File: src/rtl/seg_pkg.sv
// Shared definitions for the seven-segment scan controller: segment patterns,
// scan FSM states and display geometry.
package seg_pkg;

    localparam int NUM_DIGITS = 8;

    // Active-low {dp,g,f,e,d,c,b,a}; decimal point always off
    localparam logic [7:0] D0 = 8'hC0;
    localparam logic [7:0] D1 = 8'hF9;
    localparam logic [7:0] D2 = 8'hA4;
    localparam logic [7:0] D3 = 8'hB0;
    localparam logic [7:0] D4 = 8'h99;
    localparam logic [7:0] D5 = 8'h92;
    localparam logic [7:0] D6 = 8'h82;
    localparam logic [7:0] D7 = 8'hF8;
    localparam logic [7:0] D8 = 8'h80;
    localparam logic [7:0] D9 = 8'h90;
    localparam logic [7:0] DN = 8'hFF;

    typedef enum logic [1:0] {
        IDLE  = 2'd0,
        SHOW  = 2'd1,
        BLANK = 2'd2
    } state_t;

endpackage

File: src/rtl/seg_digit_decode.sv
// BCD nibble to active-low seven-segment pattern; non-decimal nibbles blank.
import seg_pkg::*;

module seg_digit_decode (
    input  logic [3:0] nib,
    output logic [7:0] seg
);

    // Pure lookup, codes 10..15 fall through to blank
    always_comb begin
        case (nib)
            4'd0:    seg = D0;
            4'd1:    seg = D1;
            4'd2:    seg = D2;
            4'd3:    seg = D3;
            4'd4:    seg = D4;
            4'd5:    seg = D5;
            4'd6:    seg = D6;
            4'd7:    seg = D7;
            4'd8:    seg = D8;
            4'd9:    seg = D9;
            default: seg = DN;
        endcase
    end

endmodule

File: src/rtl/seg_scan_ctrl.sv
// Eight-digit multiplexed display scanner with a double-buffered frame that
// only commits at frame boundaries, plus an inter-digit blanking gap.
import seg_pkg::*;

module seg_scan_ctrl #(
    parameter int DIGIT_CYCLES = 50000,
    parameter int BLANK_CYCLES = 500
) (
    input  logic        sys_clk,
    input  logic        sys_rst_n,
    input  logic        load_valid,
    output logic        load_ready,
    input  logic [31:0] load_data,
    input  logic [7:0]  load_mask,
    output logic [7:0]  dig,
    output logic [7:0]  bit_ctrl,
    output logic        frame_done
);

    localparam int CNT_MAX = (DIGIT_CYCLES > BLANK_CYCLES) ? DIGIT_CYCLES : BLANK_CYCLES;
    localparam int CNT_W   = (CNT_MAX > 1) ? $clog2(CNT_MAX) : 1;
    localparam logic [CNT_W-1:0] DIG_LAST = CNT_W'(DIGIT_CYCLES - 1);
    localparam logic [CNT_W-1:0] BLK_LAST = CNT_W'((BLANK_CYCLES > 0) ? (BLANK_CYCLES - 1) : 0);
    localparam logic [2:0]       LAST_IDX = 3'(NUM_DIGITS - 1);

    state_t           state_r;
    logic [2:0]       idx_r;
    logic [CNT_W-1:0] cnt_r;
    logic [31:0]      act_data_r;
    logic [7:0]       act_mask_r;
    logic [31:0]      pend_data_r;
    logic [7:0]       pend_mask_r;
    logic             pend_full_r;
    logic             wrap_r;
    logic [7:0]       dig_r;
    logic [7:0]       bit_ctrl_r;
    logic             frame_done_r;

    logic             accept_s;
    logic             slot_end_s;
    logic [3:0]       nib_s;
    logic [7:0]       seg_s;
    logic [7:0]       dig_s;
    logic [7:0]       bit_ctrl_s;

    assign load_ready = ~pend_full_r;
    assign accept_s   = load_valid & ~pend_full_r;
    assign nib_s      = act_data_r[{idx_r, 2'b00} +: 4];
    assign dig        = dig_r;
    assign bit_ctrl   = bit_ctrl_r;
    assign frame_done = frame_done_r;

    seg_digit_decode u_decode (
        .nib (nib_s),
        .seg (seg_s)
    );

    // End of a digit slot: after the blank gap, or straight after SHOW when there is no gap
    always_comb begin
        if (state_r == BLANK) begin
            slot_end_s = (cnt_r == BLK_LAST);
        end else if ((state_r == SHOW) && (BLANK_CYCLES == 0)) begin
            slot_end_s = (cnt_r == DIG_LAST);
        end else begin
            slot_end_s = 1'b0;
        end
    end

    // Next output pattern; select and segments both derive from the same idx
    always_comb begin
        dig_s      = DN;
        bit_ctrl_s = 8'hFF;
        if ((state_r == SHOW) && act_mask_r[idx_r]) begin
            dig_s      = seg_s;
            bit_ctrl_s = ~(8'd1 << idx_r);
        end else begin
            dig_s      = DN;
            bit_ctrl_s = 8'hFF;
        end
    end

    // Scan FSM, frame buffers and registered display outputs
    always_ff @(posedge sys_clk or negedge sys_rst_n) begin
        if (!sys_rst_n) begin
            state_r      <= IDLE;
            idx_r        <= 3'd0;
            cnt_r        <= '0;
            act_data_r   <= 32'd0;
            act_mask_r   <= 8'd0;
            pend_data_r  <= 32'd0;
            pend_mask_r  <= 8'd0;
            pend_full_r  <= 1'b0;
            wrap_r       <= 1'b0;
            dig_r        <= DN;
            bit_ctrl_r   <= 8'hFF;
            frame_done_r <= 1'b0;
        end else begin
            dig_r        <= dig_s;
            bit_ctrl_r   <= bit_ctrl_s;
            frame_done_r <= wrap_r;
            wrap_r       <= 1'b0;

            if (accept_s) begin
                pend_data_r <= load_data;
                pend_mask_r <= load_mask;
                pend_full_r <= 1'b1;
            end

            case (state_r)
                IDLE: begin
                    if (pend_full_r) begin
                        act_data_r  <= pend_data_r;
                        act_mask_r  <= pend_mask_r;
                        pend_full_r <= 1'b0;
                        idx_r       <= 3'd0;
                        cnt_r       <= '0;
                        state_r     <= SHOW;
                    end
                end
                SHOW: begin
                    if (cnt_r == DIG_LAST) begin
                        cnt_r   <= '0;
                        state_r <= (BLANK_CYCLES == 0) ? SHOW : BLANK;
                    end else begin
                        cnt_r <= cnt_r + CNT_W'(1);
                    end
                end
                BLANK: begin
                    if (cnt_r == BLK_LAST) begin
                        cnt_r <= '0;
                    end else begin
                        cnt_r <= cnt_r + CNT_W'(1);
                    end
                end
                default: begin
                    state_r <= IDLE;
                    cnt_r   <= '0;
                end
            endcase

            // Slot exit overrides the state step above; commit only at the frame wrap
            if (slot_end_s) begin
                state_r <= SHOW;
                if (idx_r != LAST_IDX) begin
                    idx_r <= idx_r + 3'd1;
                end else begin
                    idx_r  <= 3'd0;
                    wrap_r <= 1'b1;
                    if (pend_full_r) begin
                        act_data_r  <= pend_data_r;
                        act_mask_r  <= pend_mask_r;
                        pend_full_r <= 1'b0;
                    end
                end
            end
        end
    end

endmodule

File: config.mk
export PLATFORM = sky130hd
export DESIGN_NAME = seg_scan_ctrl
export DESIGN_NICKNAME = d
export VERILOG_FILES = /design/src/rtl/seg_pkg.sv /design/src/rtl/seg_digit_decode.sv /design/src/rtl/seg_scan_ctrl.sv
export SDC_FILE = /design/constraint.sdc
export NUM_CORES = 1
export LEC_CHECK = 0
export BUFFER_PORTS_ARGS = -buffer_cell sky130_fd_sc_hd__buf_2
export CAP_MARGIN = 20
export CORE_AREA = 2 2 150 152
export DETAILED_ROUTE_END_ITERATION = 7
export DIE_AREA = 0 0 152 154
export HOLD_SLACK_MARGIN = 0.02
export PLACE_DENSITY = 0.47
export SYNTH_ARGS = -nofsm -noshare
export SYNTH_HDL_FRONTEND = slang
export SYNTH_SLANG_ARGS = --single-unit
File: constraint.sdc
create_clock -name sys_clk -period 2.9 [get_ports sys_clk]
set_input_delay 0.87 -clock sys_clk [delete_from_list [all_inputs] [get_ports sys_clk]]
set_output_delay 0.87 -clock sys_clk [all_outputs]
set_load 0.005 [all_outputs]
# Word-level counts from Yosys, hierarchy flattened
# Memory sizes are Yosys's and may differ from the RTL's.
# Index checks and enable logic that the tools add are counted.
# op_classes
shift	2
n_eq_ne	9
bitwise_logic	3
add_sub_neg	2
n_mul	0
n_reduce_logical	6
n_lt_le_gt_ge	1
n_mux	35
div	0
# op_table
cell	count
32-bit 2-to-1 mux	5
8-bit 2-to-1 mux	7
16-bit 2-to-1 mux	3
16-bit one-hot mux with 3 select lines	1
32-bit by 6-bit variable part select with 4-bit output	1
16-bit by 1-bit adder with 16-bit output (second input constant)	1
16-bit equality test (second input constant)	1
16-bit by 9-bit equality test with 1-bit output (second input constant)	1
3-bit 2-to-1 mux	4
1-bit 2-to-1 mux	10
8-bit inverter	1
1-bit by 3-bit left shift with 8-bit output (first input constant)	1
2-bit 2-to-1 mux	3
3-bit inequality test (second input constant)	2
2-bit one-hot mux with 3 select lines	1
3-bit by 4-bit < comparator with 1-bit output (second input constant)	1
2-bit inequality test (second input constant)	2
2-bit nonzero test	2
3-bit by 1-bit adder with 3-bit output (second input constant)	1
1-bit binary-select mux with 3-bit select	1
3-bit by 2-bit inequality test with 1-bit output (second input constant)	1
3-bit AND reduction	1
2-bit by 1-bit equality test with 1-bit output (second input constant)	1
2-bit equality test (second input constant)	1
5 further kinds	5
# word_totals
ramBits	0
register_bits	120
latch_bits	0
input_bits	43
mem_bits_ro	112
n_memories	1
output_inout_bits	18
# mem_list
name	words	width	rd	rd_ports_with_merged_regs	write_ports	line	source
(name not given)	16	7	1	0	0	seg_digit_decode.sv:11	case (nib)

# Depth between registers and ports, before layout
# Gate-level depths: netlist of the first run.
# depth
word_depth	8
ltp_mapped	8
ltp_nobuf	7

# Hierarchy
# A second synthesis of the first run with hierarchy kept.
# unflattened
cells_unflattened	404
hier_area_um2	5372.7
# modules_own_cells
module	area_per_inst_um2	seq_area_each_um2	cells_per_inst	n_inst
seg_scan_ctrl	5151.2	3022.9	369	1
seg_digit_decode	221.5	0.0	35	1

# Worst setup path before layout of the first run
# No wires, ideal clock.
# synth_timing
kind	register to register
startpoint	register idx_r[0]
endpoint	register dig_r[6] (netlist: dig[6])
arrival_time_ps	2257
period_less_slack_ps	2345
setup_ps	88
stages_incl_launch_ff	8
path_slack_ps	555
path_cell_list	dfrtp_1 > buf_2 > mux4_2 > mux2i_1 > inv_1 > ha_1 > nor3_1 > a21oi_1
# synth_via
elab_chain_len	4
word_cells_on_any_way	6
cone_classes	shift (1); mux (3); reduce/logical (1); memory (1)
# synth_lines
element	line	source
start: declaration	seg_scan_ctrl.sv:27	logic [2:0] idx_r;
start signal: assignment	seg_scan_ctrl.sv:145	idx_r <= idx_r + 3'd1;
parallel branches: the longest is 3 deep, another holds memory read 16 x 7 bit	-	
8-bit 2-to-1 mux (*)	seg_scan_ctrl.sv:73	if ((state_r == SHOW) && act_mask_r[idx_r]) begin
via dig_s[6]	seg_scan_ctrl.sv:43	logic [7:0] dig_s;
end signal: assignment	seg_scan_ctrl.sv:98	dig_r <= dig_s;
end: declaration	seg_scan_ctrl.sv:35	logic [7:0] dig_r;
# Mark *: on every way through the listed nets, which the timed path passes. The select of a mux whose other input is x is not followed.
# A chain may end at the register's enable or synchronous reset.

# Final worst setup path of the first run
# layout_timing
startpoint	register cnt_r[9]
endpoint	register act_data_r[30]
# layout_via
elab_chain_len	3
# layout_lines
element	line	source
start: declaration	seg_scan_ctrl.sv:28	logic [CNT_W-1:0] cnt_r;
start signal: assignment	seg_scan_ctrl.sv:125	cnt_r <= cnt_r + CNT_W'(1);
start signal: assignment	seg_scan_ctrl.sv:132	cnt_r <= cnt_r + CNT_W'(1);
16-bit by 9-bit equality test with 1-bit output	seg_scan_ctrl.sv:61	slot_end_s = (cnt_r == BLK_LAST);
1-bit 2-to-1 mux	seg_scan_ctrl.sv:60	if (state_r == BLANK) begin
32-bit 2-to-1 mux	seg_scan_ctrl.sv:142	if (slot_end_s) begin
end signal: assignment	seg_scan_ctrl.sv:112	act_data_r <= pend_data_r;
end signal: assignment	seg_scan_ctrl.sv:150	act_data_r <= pend_data_r;
end: declaration	seg_scan_ctrl.sv:29	logic [31:0] act_data_r;
# No other way between the ends.

==> summary.md, run 1 <==
| Metric | Value |
|---|---|
| Status | `finished clean` |
| Sequential area share after synthesis | `55.6%` |
| Endpoint type of the worst setup path | `flip-flop` |
| Reg clk slew, reported paths | `0.06 ns` |
| Number of buffers inserted for hold repair after clock tree synthesis | `0` |
| Proportion of layout cells with a drive suffix above 1 | `45.0%` |
| Standby leakage power | `2.81 nW` |
| Pwr dens | `1000 nW/um2` |
| Cell Area, Placed | `6070 um2` |
| Uppermost signal routing layer after detailed routing | `met4` |
| Setup Fix Bufs, Post-CTS | `0` |
| Vert. Die Dim | `154 um` |
| Via count | `3,323` |
| Vias in the first global route | `3,498` |
| Net count after synthesis | `458` |
| Starting utilization of the core area | `24.8%` |
| R2R Path Start | `cnt_r[9]$_DFFE_PN0P_` |
| Detailed Place HPWL | `8200 um` |
| Routed wire length per instance | `14.7 um` |
| Critical Path Start | `cnt_r[9]$_DFFE_PN0P_` |
| Total of cells resized after clock tree synthesis | `0` |
| Setup violations, final | `0` |
| Post-route DRC | `0` |
| Final worst path period need | `2.49 ns` |
| Tightest Hold Check Type | `flip-flop to flip-flop` |
| Type of origin of the critical path | `flip-flop` |
| Sequential standard cell area | `3000 um2` |
| Number of nets still failing antenna checks after routing | `0` |
| Hold path cells | `0` |
| Setup WS post-layout | `0.412 ns` |
| Post-synthesis cell count | `399` |
| Primary flip-flop cell chosen by synthesis mapping | `sky130_fd_sc_hd__dfrtp_1` |
| Maximum clock rate | `0.402 GHz` |
| Flops & latches, synth | `119` |
| Clock tree from TritonCTS | `yes` |
| Antenna diode count | `0` |
| Number of top-level pins | `61` |
| Number of antenna violations at the first check in global routing | `0` |
| Count of filler cells inserted in the layout | `2,186` |
| Net count, final | `535` |
| Total detailed-routing wirelength | `11,300 um` |
| Max clock buf depth | `2` |
| Maximum net fanout on the critical path | `40` |
| Met2 layer wire length in the routed design | `5350 um` |
| Fin Clk Skew | `0.00816 ns` |
| Smallest hold slack | `0.346 ns` |
| Aggregate global routing overflow | `0` |
| Count of different cell masters after synthesis | `48` |
| Share of synthesized registers carrying an async set or reset | `100%` |
| Part of the cycle the worst path needs | `85.8%` |
| Number of input and output port buffers inserted | `59` |
| Count of routing violations after the opening detailed-route iteration | `125` |
| Start point of the worst min-delay path | `wrap_r$_DFF_PN0_` |
| Headroom to the max-slew limit | `40.7%` |
| Slew Limit Fails | `0` |
| Setup total negative slack | `0 ns` |
| Category of the most critical setup path | `flip-flop to flip-flop` |
| Number of placed cells counting well taps | `737` |
| Syn avg cell area | `13.5 um2` |
| TritonCTS Buffers | `17` |
| Routed length on met3 | `480 um` |
| Pin count of the biggest net entering global routing | `57` |
| Number of iterations in the first detailed-routing pass | `4` |
| Insertion delay of the later-clocked pin in the worst-skew pair | `0.42 ns` |
| Number of enable flip-flop cells after synthesis | `0` |
| Routability-driven placement congestion ratio | `0.696` |
| Number of hold-slack violations in the final timing report | `0` |
| Total clock sinks | `119` |
| Core outline area | `21,700 um2` |
| Path depth of the worst reg2reg path | `6` |
| Avg Vias per Cell | `4.32` |
| Cell chosen for the clock root | `sky130_fd_sc_hd__clkbuf_16` |
| Final non-filler cell area | `6640 um2` |
| Die width | `152 um` |
| Critical path arrival | `2.79 ns` |
| Overall Global Routing Usage | `10.4%` |
| Unrepaired setup endpoints after global routing | `no` |
| Post-Layout Cell Count | `769` |
| Num rows | `54` |
| Full die area | `23,400 um2` |
| Metal1 wirelength | `5350 um` |
| Total number of yosys warnings | `0` |
| Global-route wire length before repair | `18,700 um` |
| Area used by multi-input combinational logic | `2260 um2` |
| Max capacitance violation total | `0` |
| Worst setup slack after placement | `0.433 ns` |
| Count of H-tree levels built during CTS | `4` |
| Maximum resistive drop on vdd | `0.000503 V` |
| Cell area after technology mapping | `5390 um2` |
| Worst Max-Slew Pin Slew | `0.888 ns` |
| Synth-to-layout area growth | `23.3%` |
| CP required | `3.20 ns` |
[through the flow]
stage	power (mW)	util (%)
floorplan	4.16	-
global placement	4.67	28.0
detailed placement	4.75	28.0
CTS	6.78	30.6
global route	7.11	30.6
finish	6.66	30.6
[cell usage after synthesis (all sizes together), types with 3 or more instances]
library cell / n / share of area (%)
nor3: 6 / 0.65
nand2: 28 / 2.0
clkbuf: 6 / 0.42
nand2b: 3 / 0.35
a21oi: 8 / 0.74
xor2: 4 / 0.65
nor2: 20 / 1.4
and2: 6 / 0.70
and3: 5 / 0.58
nor2b: 5 / 0.58
mux2: 84 / 18
inv: 14 / 0.98
dfstp: 15 / 7.3
mux4: 10 / 4.2
nor4: 4 / 0.74
nand3: 10 / 1.2
dfrtp: 104 / 48
ha: 16 / 3.7
o21ai: 12 / 1.3
xnor2: 6 / 0.98
nand4: 4 / 0.46
buf: 7 / 1.1
o211ai: 4 / 0.56
[cell families (layout without fill, tap and decap cells)]
group	count (synthesis)	after routing	synth area share [%]
xor gates and xnor gates	10	10	1.63
buffers and inverters	27	117	2.53
adders and majority gates	16	16	3.72
other	1	1	0.0696
DFF	119	119	55.6
and+or+nand+nor	96	96	9.43
AOI/OAI and AO/OA	34	34	4.16
muxes	96	96	22.8
[layout make-up]
cell class	count	share of cell area [%]
clock buffers	18	6.62
clock inverters	14	1.90
inverters	14	0.792
multi-input cells	253	34.0
flip-flops and latches	119	45.1
well taps	280	5.28
repair buffers	71	6.22
[final timing paths]
check,to,slack [ns]
worst max-delay path,act_data_r[30]$_DFF_PN0_,0.41
worst min-delay path,frame_done$_DFF_PN0_,0.35
worst max register to register,act_data_r[30]$_DFF_PN0_,0.41
worst min register to register,frame_done$_DFF_PN0_,0.35
max in group asynchronous,cnt_r[7]$_DFFE_PN0P_,1.70
min in group asynchronous,frame_done$_DFF_PN0_,0.51
[placed cells by master, fill, tap and decap left out, types with 5 or more instances in the layout]
| cell | count |
|---|---|
| sky130_fd_sc_hd__a21oi_1 | 8 |
| sky130_fd_sc_hd__and2_1 | 6 |
| sky130_fd_sc_hd__and3_1 | 5 |
| sky130_fd_sc_hd__buf_2 | 58 |
| sky130_fd_sc_hd__buf_4 | 11 |
| sky130_fd_sc_hd__clkbuf_16 | 17 |
| sky130_fd_sc_hd__clkinvlp_4 | 5 |
| sky130_fd_sc_hd__dfrtp_1 | 104 |
| sky130_fd_sc_hd__dfstp_2 | 15 |
| sky130_fd_sc_hd__ha_1 | 16 |
| sky130_fd_sc_hd__inv_1 | 14 |
| sky130_fd_sc_hd__mux2_2 | 72 |
| sky130_fd_sc_hd__mux2_4 | 10 |
| sky130_fd_sc_hd__mux4_2 | 10 |
| sky130_fd_sc_hd__nand2_1 | 28 |
| sky130_fd_sc_hd__nand3_1 | 9 |
| sky130_fd_sc_hd__nor2_1 | 20 |
| sky130_fd_sc_hd__nor3_1 | 5 |
| sky130_fd_sc_hd__o21ai_0 | 11 |
| sky130_fd_sc_hd__xnor2_1 | 6 |
[where the power goes]
part | total (mW) | leakage, nW | internal (mW) | switching, mW
combinational | 1.96 | 1.12 | 1.12 | 0.845
clock | 1.99 | 0.265 | 1.20 | 0.785
sequential | 2.71 | 1.43 | 2.34 | 0.374
total | 6.66 | 2.81 | 4.66 | 2.00
[critical path, cell delays in order, from the launching register on]
cell and delay [ns]:
sky130_fd_sc_hd__dfrtp_1 0.45, sky130_fd_sc_hd__or4_4 0.57, sky130_fd_sc_hd__nor4_4 0.35, sky130_fd_sc_hd__nand3_4 0.16
sky130_fd_sc_hd__o21ai_4 0.20, sky130_fd_sc_hd__buf_12 0.26, sky130_fd_sc_hd__mux2_2 0.36
[per-layer routing]
layer	global-route usage, %	vias up
met4	4.01	0
met2	15.7	70
met3	3.47	15
li1	-	1589
met5	0	-
met1	13.7	1649
[sequential cells by signal, summed over array words and instances, names as in the netlist]
signal	flops
act_data_r	32
pend_data_r	32
cnt_r	16
act_mask_r	8
bit_ctrl	8
pend_mask_r	8
dig	7
idx_r	3
state_r	2
frame_done	1
pend_full_r	1
wrap_r	1
Power figures use the tool's default switching activity.
==> inputs of run 2 (changes only) <==
--- a/config.mk
+++ b/config.mk
@@ -7,11 +7,12 @@
 export LEC_CHECK = 0
 export BUFFER_PORTS_ARGS = -buffer_cell sky130_fd_sc_hd__buf_2
 export CAP_MARGIN = 20
-export CORE_AREA = 2 2 150 152
+export CORE_AREA = 2 2 126 128
 export DETAILED_ROUTE_END_ITERATION = 7
-export DIE_AREA = 0 0 152 154
+export DIE_AREA = 0 0 128 130
 export HOLD_SLACK_MARGIN = 0.02
-export PLACE_DENSITY = 0.47
+export PLACE_DENSITY = 0.6
 export SYNTH_ARGS = -nofsm -noshare
 export SYNTH_HDL_FRONTEND = slang
 export SYNTH_SLANG_ARGS = --single-unit
+export TNS_END_PERCENT = 30
==> constraint.sdc (replaced) <==
create_clock -name sys_clk -period 2.9 [get_ports sys_clk]
set_input_delay 0.29 -clock sys_clk [delete_from_list [all_inputs] [get_ports sys_clk]]
set_output_delay 0.29 -clock sys_clk [all_outputs]
set_load 0.005 [all_outputs]
==> run 2 against run 1 <==
Net effect:
- cell count is 12% lower
- clock power hardly changed
- via count is 1.2% lower
- combinational power hardly changed
- clock skew is 0.00069 ns higher
- critical endpoint is now cnt_r[2]$_DFFE_PN0P_
- largest cell class unchanged
==> summary.md, run 2 (synthesized netlist as in run 1, its figures left out) <==
| Metric | Value |
|---|---|
| Core outline area | `15,400 um2 (was 21,700 um2)` |
| Routed wire length per instance | `14.9 um (was 14.7 um)` |
| Tightest Hold Check Type | `primary input to async pin (was flip-flop to flip-flop)` |
| Part of the cycle the worst path needs | `86.0% (was 85.8%)` |
| Global-route wire length before repair | `17,000 um (was 18,700 um)` |
| Full die area | `16,600 um2 (was 23,400 um2)` |
| Endpoint type of the worst setup path | `flip-flop (unchanged)` |
| Overall Global Routing Usage | `13.2% (was 10.4%)` |
| CP required | `3.15 ns (was 3.20 ns)` |
| Worst Max-Slew Pin Slew | `0.881 ns (was 0.888 ns)` |
| Synth-to-layout area growth | `20.9% (was 23.3%)` |
| Standby leakage power | `2.80 nW (was 2.81 nW)` |
| Vert. Die Dim | `130 um (was 154 um)` |
| Number of hold-slack violations in the final timing report | `0 (unchanged)` |
| Num rows | `46 (was 54)` |
| Aggregate global routing overflow | `0 (unchanged)` |
| Number of buffers inserted for hold repair after clock tree synthesis | `0 (unchanged)` |
| Maximum clock rate | `0.401 GHz (was 0.402 GHz)` |
| Type of origin of the critical path | `flip-flop (unchanged)` |
| Cell chosen for the clock root | `sky130_fd_sc_hd__clkbuf_16 (unchanged)` |
| Detailed Place HPWL | `7140 um (was 8200 um)` |
| Number of input and output port buffers inserted | `59 (unchanged)` |
| Sequential standard cell area | `3000 um2 (unchanged)` |
| Fin Clk Skew | `0.00885 ns (was 0.00816 ns)` |
| Net count, final | `533 (was 535)` |
| Total clock sinks | `119 (unchanged)` |
| Number of nets still failing antenna checks after routing | `0 (unchanged)` |
| PnR Total Power | `6.62 mW (was 6.66 mW)` |
| Maximum resistive drop on vdd | `0.000518 V (was 0.000503 V)` |
| Maximum net fanout on the critical path | `10 (was 40)` |
| Number of antenna violations at the first check in global routing | `0 (unchanged)` |
| Biggest registers after layout | `act_data_r x32, pend_data_r x32, cnt_r x16 (unchanged)` |
| Total detailed-routing wirelength | `10,100 um (was 11,300 um)` |
| Pin count of the biggest net entering global routing | `70 (was 57)` |
| Most common cell after layout, fill and taps aside | `sky130_fd_sc_hd__dfrtp_1 (unchanged)` |
| Critical path arrival | `2.74 ns (was 2.79 ns)` |
| Status | `finished clean (unchanged)` |
| Pwr dens | `1020 nW/um2 (was 1000 nW/um2)` |
| Category of the most critical setup path | `flip-flop to flip-flop (unchanged)` |
| Vias in the first global route | `3,396 (was 3,498)` |
| Headroom to the max-slew limit | `41.3% (was 40.7%)` |
| Max clock buf depth | `2 (unchanged)` |
| TritonCTS Buffers | `17 (unchanged)` |
| Unrepaired setup endpoints after global routing | `no (unchanged)` |
| Post-route DRC | `0 (unchanged)` |
| Insertion delay of the later-clocked pin in the worst-skew pair | `0.41 ns (was 0.42 ns)` |
| Setup Fix Bufs, Post-CTS | `0 (unchanged)` |
| Max capacitance violation total | `0 (unchanged)` |
| Total of cells resized after clock tree synthesis | `0 (unchanged)` |
| Count of filler cells inserted in the layout | `1,430 (was 2,186)` |
| Final core occ | `42.2% (was 30.6%)` |
| Slew Limit Fails | `0 (unchanged)` |
| Number of iterations in the first detailed-routing pass | `4 (unchanged)` |
| Via count | `3,284 (was 3,323)` |
| Starting utilization of the core area | `34.9% (was 24.8%)` |
| Avg Vias per Cell | `4.84 (was 4.32)` |
| Reg clk slew, reported paths | `0.05 ns (was 0.06 ns)` |
| Count of H-tree levels built during CTS | `4 (unchanged)` |
| Most used cells in the layout excluding fill and tap cells | `sky130_fd_sc_hd__dfrtp_1, sky130_fd_sc_hd__mux2_2, sky130_fd_sc_hd__buf_2 (unchanged)` |
| Setup violations, final | `0 (unchanged)` |
| Die width | `128 um (was 152 um)` |
| Clock tree from TritonCTS | `yes (unchanged)` |
| Count of routing violations after the opening detailed-route iteration | `134 (was 125)` |
| Number of top-level pins | `61 (unchanged)` |
| Area used by multi-input combinational logic | `2260 um2 (unchanged)` |
| Final worst path period need | `2.49 ns (about the same)` |
| Proportion of layout cells with a drive suffix above 1 | `44.0% (was 45.0%)` |
| Setup total negative slack | `0 ns (unchanged)` |
| Routability-driven placement congestion ratio | `0.818 (was 0.696)` |
| Antenna diode count | `0 (unchanged)` |
-- run 2: power breakdown --
part	switching, mW	total [mW]	internal (mW)
Clock	0.698	2.02	1.32
Sequential	0.337	2.67	2.34
Combinational	0.830	1.93	1.10
Total	1.86	6.62	4.76
-- run 2: final timing paths --
path                                      start  slack [ns]                     endpoint  cells after the start
setup / recovery           cnt_r[9]$_DFFE_PN0P_        0.41         cnt_r[2]$_DFFE_PN0P_                      5
hold / removal                        sys_rst_n       0.007  pend_data_r[30]$_DFFE_PN0P_                      1
setup reg to reg           cnt_r[9]$_DFFE_PN0P_        0.41         cnt_r[2]$_DFFE_PN0P_                      5
hold reg to reg                wrap_r$_DFF_PN0_        0.37         frame_done$_DFF_PN0_                      0
max in group asynchronous             sys_rst_n        2.05             dig[2]$_DFF_PN1_                      2
min in group sys_clk               load_data[2]        0.11   pend_data_r[2]$_DFFE_PN0P_                      2
-- run 2: critical path, stage by stage, from the launching register on --
cell                       delay, ns
sky130_fd_sc_hd__dfrtp_1        0.45
sky130_fd_sc_hd__or4_4          0.57
sky130_fd_sc_hd__nor4_4         0.35
sky130_fd_sc_hd__a21oi_1        0.25
sky130_fd_sc_hd__nor3_2         0.61
sky130_fd_sc_hd__a311oi_1       0.11
-- run 2: metal layers --
metal / GRT usage (%) / routed length (um)
met5: 0 / 0
met3: 4.26 / 402
met4: 4.46 / 140
met2: 22.0 / 4940
met1: 16.5 / 4590
-- run 2: area by class of cell --
| class | instances | area share (%) |
|---|---|---|
| Sequential cell | 119 | 46.0 |
| Multi-Input combinational cell | 253 | 34.7 |
| Clock inverter | 8 | 1.50 |
| Timing Repair Buffer | 69 | 5.92 |
| Tap cell | 192 | 3.69 |
| Clock buffer | 23 | 7.34 |
| Inverter | 14 | 0.807 |
-- run 2: through the flow --
step | hold slack (ns) | std cells | worst slack (ns) | cell area, um2
after floorplan | -0.00559 | 399 | 0.555 | 5390
after global placement | 0.348 | 647 | 0.450 | 5930
after detailed placement | 0.350 | 647 | 0.409 | 5930
after CTS | 0.0336 | 678 | 0.401 | 6510
after global routing | 0.0671 | 678 | 0.215 | 6510
final | 0.00651 | 678 | 0.405 | 6510
==> inputs of run 3 (changes only) <==
--- a/config.mk
+++ b/config.mk
@@ -14,5 +14,6 @@
 export PLACE_DENSITY = 0.6
 export SYNTH_ARGS = -nofsm -noshare
 export SYNTH_HDL_FRONTEND = slang
+export SYNTH_HIERARCHICAL = 1
 export SYNTH_SLANG_ARGS = --single-unit
 export TNS_END_PERCENT = 30
==> run 3 against run 2 <==
Net effect:
- sequential share of layout area is 0.38 points higher
- routed wire length is 2.4% higher
- total power is 30% lower
- via count hardly changed
- global-route usage is 0.62 points higher
- final area hardly changed
- count of clock-buffer cells in the layout is 3 lower
- critical path depth is 4 higher
- critical endpoint is now dig[1]$_DFF_PN1_
==> summary.md, run 3 <==
| Metric | Value |
|---|---|
| Status | `finished clean (unchanged)` |
| Final worst path period need | `2.43 ns (was 2.49 ns)` |
| Flop-to-flop setup slack | `0.47 ns (was 0.41 ns)` |
| Number of buffers inserted for hold repair after clock tree synthesis | `1 (was 0)` |
| Detailed Place HPWL | `7330 um (was 7140 um)` |
| Library cell occupying the most area in the post-synthesis netlist | `sky130_fd_sc_hd__dfrtp_1 (unchanged)` |
| Full die area | `16,600 um2 (unchanged)` |
| Number of iterations in the first detailed-routing pass | `4 (unchanged)` |
| Count of different cell masters after synthesis | `48 (unchanged)` |
| Number of antenna violations at the first check in global routing | `0 (unchanged)` |
| Max clock buf depth | `2 (unchanged)` |
| Number of placed cells counting well taps | `647 (unchanged)` |
| Vias in the first global route | `3,568 (was 3,396)` |
| Maximum net fanout on the critical path | `13 (was 10)` |
| Core outline area | `15,400 um2 (unchanged)` |
| WHS Endpoint | `pend_data_r[1]$_DFFE_PN0P_` |
| Synth area leaders | `sky130_fd_sc_hd__dfrtp_1, sky130_fd_sc_hd__mux2_2, sky130_fd_sc_hd__dfstp_2, sky130_fd_sc_hd__mux4_2, sky130_fd_sc_hd__ha_1 (unchanged)` |
| Total detailed-routing wirelength | `10,300 um (was 10,100 um)` |
| Count of routing violations after the opening detailed-route iteration | `117 (was 134)` |
| Synth-to-layout area growth | `21.2% (was 20.9%)` |
| Depth of the critical timing path with buffers and inverters included | `9 (was 5)` |
| Num rows | `46 (unchanged)` |
| Post-route DRC | `0 (unchanged)` |
| Routed wire length per instance | `15.2 um (was 14.9 um)` |
| Count of H-tree levels built during CTS | `4 (unchanged)` |
| Share of synthesized registers carrying an async set or reset | `100% (unchanged)` |
| Final non-filler cell area | `6510 um2 (about the same)` |
| Cell chosen for the clock root | `sky130_fd_sc_hd__clkbuf_16 (unchanged)` |
| Number of nets still failing antenna checks after routing | `0 (unchanged)` |
| Antenna diode count | `0 (unchanged)` |
| Post-Layout Cell Count | `680 (was 678)` |
| TritonCTS Buffers | `17 (unchanged)` |
| Cell at the slowest stage of the critical path | `sky130_fd_sc_hd__mux4_2 (was sky130_fd_sc_hd__nor3_2)` |
| Cell area after technology mapping | `5370 um2 (was 5390 um2)` |
| Pin count of the biggest net entering global routing | `52 (was 70)` |
| Starting utilization of the core area | `34.8% (was 34.9%)` |
| Sequential area share after synthesis | `56.3% (was 55.6%)` |
| Total number of yosys warnings | `6 (was 0)` |
| Post-synthesis cell count | `404 (was 399)` |
| Clock tree from TritonCTS | `yes (unchanged)` |
| Endpoint type of the worst setup path | `flip-flop (unchanged)` |
| Biggest registers after layout | `act_data_r x32, pend_data_r x32, cnt_r x16 (unchanged)` |
| Total clock sinks | `120 (was 119)` |
| Standby leakage power | `2.93 nW (was 2.80 nW)` |
| Most common cell after layout, fill and taps aside | `sky130_fd_sc_hd__dfrtp_1 (unchanged)` |
| Share of Yosys cell area claimed by the top area cell type | `48.4% (was 48.3%)` |
| Ordered list of cells on the worst path | `buf_4 > mux4_2 > nand2_1 > nand2_1 > inv_1 > ha_1 > o21ai_0 > o21ai_0 > or2_2 (was or4_4 > nor4_4 > a21oi_1 > nor3_2 > a311oi_1)` |
| Reg-to-reg critical path endpoint | `dig[1]$_DFF_PN1_ (was cnt_r[2]$_DFFE_PN0P_)` |
| Number of hold-slack violations in the final timing report | `0 (unchanged)` |
| Maximum resistive drop on vdd | `0.000421 V (was 0.000518 V)` |
| R2R Path Start | `idx_r[0]$_DFFE_PN0P_ (was cnt_r[9]$_DFFE_PN0P_)` |
| Primary flip-flop cell chosen by synthesis mapping | `sky130_fd_sc_hd__dfrtp_1 (unchanged)` |
| CP required | `3.24 ns (was 3.15 ns)` |
| Worst Max-Slew Pin Slew | `0.695 ns (was 0.881 ns)` |
| Overall Global Routing Usage | `13.9% (was 13.2%)` |
| Net count, final | `534 (was 533)` |
| Most frequent cells after synthesis | `sky130_fd_sc_hd__dfrtp_1, sky130_fd_sc_hd__mux2_2, sky130_fd_sc_hd__nand2_1 (unchanged)` |
| Setup violations, final | `0 (unchanged)` |
| Number of enable flip-flop cells after synthesis | `0 (unchanged)` |
| Tightest Hold Check Type | `primary input to flip-flop (was primary input to async pin)` |
| Top cell family by delay on the critical path | `multiplexers (was simple AND/OR/NAND/NOR gates)` |
| Vert. Die Dim | `130 um (unchanged)` |
| Type of origin of the critical path | `flip-flop (unchanged)` |
| Routability-driven placement congestion ratio | `0.728 (was 0.818)` |
| Syn avg cell area | `13.3 um2 (was 13.5 um2)` |
| Hold path cells | `2` |
| Most used cells in the layout excluding fill and tap cells | `sky130_fd_sc_hd__dfrtp_1, sky130_fd_sc_hd__mux2_2, sky130_fd_sc_hd__buf_2 (unchanged)` |
| Start point of the worst min-delay path | `load_data[1]` |
| Crit path buf inv count | `2 (was 0)` |
| Die width | `128 um (unchanged)` |
| Global-route wire length before repair | `17,900 um (was 17,000 um)` |
| Setup total negative slack | `0 ns (unchanged)` |
| Unrepaired setup endpoints after global routing | `no (unchanged)` |
| Number of input and output port buffers inserted | `60 (was 59)` |
| Reg clk slew, reported paths | `0.05 ns (about the same)` |
| PnR Total Power | `4.61 mW (was 6.62 mW)` |
| Leading cell type by number of instances after synthesis | `sky130_fd_sc_hd__dfrtp_1 (unchanged)` |
| Net count after synthesis | `463 (was 458)` |
| Maximum clock rate | `0.411 GHz (was 0.401 GHz)` |
| Aggregate global routing overflow | `0 (unchanged)` |
| Flops & latches, synth | `120 (was 119)` |
| Number of top-level pins | `61 (unchanged)` |
| Path depth of the worst reg2reg path | `9 (was 5)` |
| Setup Fix Bufs, Post-CTS | `0 (unchanged)` |
| Total of cells resized after clock tree synthesis | `0 (unchanged)` |
| Maximum single-stage delay on the critical path | `0.55 ns (was 0.61 ns)` |
| Via count | `3,286 (was 3,284)` |
| Avg Vias per Cell | `4.83 (was 4.84)` |
| Slew Limit Fails | `0 (unchanged)` |
| Insertion delay of the later-clocked pin in the worst-skew pair | `0.41 ns (about the same)` |
| Category of the most critical setup path | `flip-flop to flip-flop (unchanged)` |
| Max capacitance violation total | `0 (unchanged)` |
| Critical path arrival | `2.77 ns (was 2.74 ns)` |
| Cell Area, Placed | `5890 um2 (was 5930 um2)` |
| Smallest hold slack | `0.105 ns (was 0.00651 ns)` |
| Fin Clk Skew | `0.00967 ns (was 0.00885 ns)` |
| Part of the cycle the worst path needs | `83.9% (was 86.0%)` |
| Proportion of layout cells with a drive suffix above 1 | `43.2% (was 44.0%)` |
| Headroom to the max-slew limit | `53.3% (was 41.3%)` |
| Critical Path Start | `idx_r[0]$_DFFE_PN0P_ (was cnt_r[9]$_DFFE_PN0P_)` |
| Pwr dens | `708 nW/um2 (was 1020 nW/um2)` |
run 3: where the power goes:
part	switching, mW	leakage, nW	internal, mW	total [mW]
Sequential	0.147	1.47	1.94	2.08
Clock	0.721	0.290	1.43	2.15
Combinational	0.137	1.17	0.239	0.376
run 3: cell type report:
| type | instances | area, um2 |
|---|---|---|
| fill | 1446 | 8910 |
| sequential | 120 | 3020 |
| multi-input combinational | 258 | 2210 |
| clock buffer | 20 | 437 |
| timing repair buffer | 67 | 383 |
| tap | 192 | 240 |
| clock inverter | 12 | 175 |
| inverter | 11 | 41.3 |
run 3: kinds of logic after synthesis:
| group | Yosys count | share of synthesized area (%) |
|---|---|---|
| AND/OR/NAND/NOR | 109 | 10.3 |
| buffers and inverters | 26 | 2.65 |
| XOR/XNOR | 10 | 1.63 |
| multiplexers | 93 | 21.6 |
| AO/OA/AOI/OAI | 29 | 3.80 |
| flip-flops | 120 | 56.3 |
| other | 1 | 0.0698 |
| adder cells (fa/ha/maj) | 16 | 3.73 |
run 3: worst max path at each step:
stage	end	slack, ns
6_report	dig[1]$_DFF_PN1_	0.47
5_1_grt	dig[1]$_DFF_PN1_	0.31
4_1_cts	dig[1]$_DFF_PN1_	0.43
3_5_place_dp	dig[1]$_DFF_PN1_	0.45
3_3_place_gp	dig[3]$_DFF_PN1_	0.57
2_1_floorplan	dig[3]$_DFF_PN1_	0.53
run 3: layer usage:
metal / part of all wire [%] / wire length (um) / global-route usage [%]
met1: 46 / 4750 / 17.3
met2: 48 / 4910 / 22.6
met3: 4.7 / 485 / 4.39
met4: 1.7 / 179 / 5.62
met5: 0 / 0 / 0
run 3: metrics by stage:
| stage | util (%) | setup WS (ns) |
|---|---|---|
| global placement | 38.2 | 0.571 |
| floorplan | - | 0.526 |
| detailed placement | 38.2 | 0.445 |
| finish | 42.2 | 0.467 |
| global route | 42.2 | 0.307 |
| CTS | 42.2 | 0.433 |
run 3: worst register-to-register path, stage by stage (launching register included):
cell and delay [ns]:
sky130_fd_sc_hd__dfrtp_1 0.37, sky130_fd_sc_hd__buf_4 0.28, sky130_fd_sc_hd__mux4_2 0.55, sky130_fd_sc_hd__nand2_1 0.08, sky130_fd_sc_hd__nand2_1 0.13, sky130_fd_sc_hd__inv_1 0.15
sky130_fd_sc_hd__ha_1 0.26, sky130_fd_sc_hd__o21ai_0 0.14, sky130_fd_sc_hd__o21ai_0 0.09, sky130_fd_sc_hd__or2_2 0.30
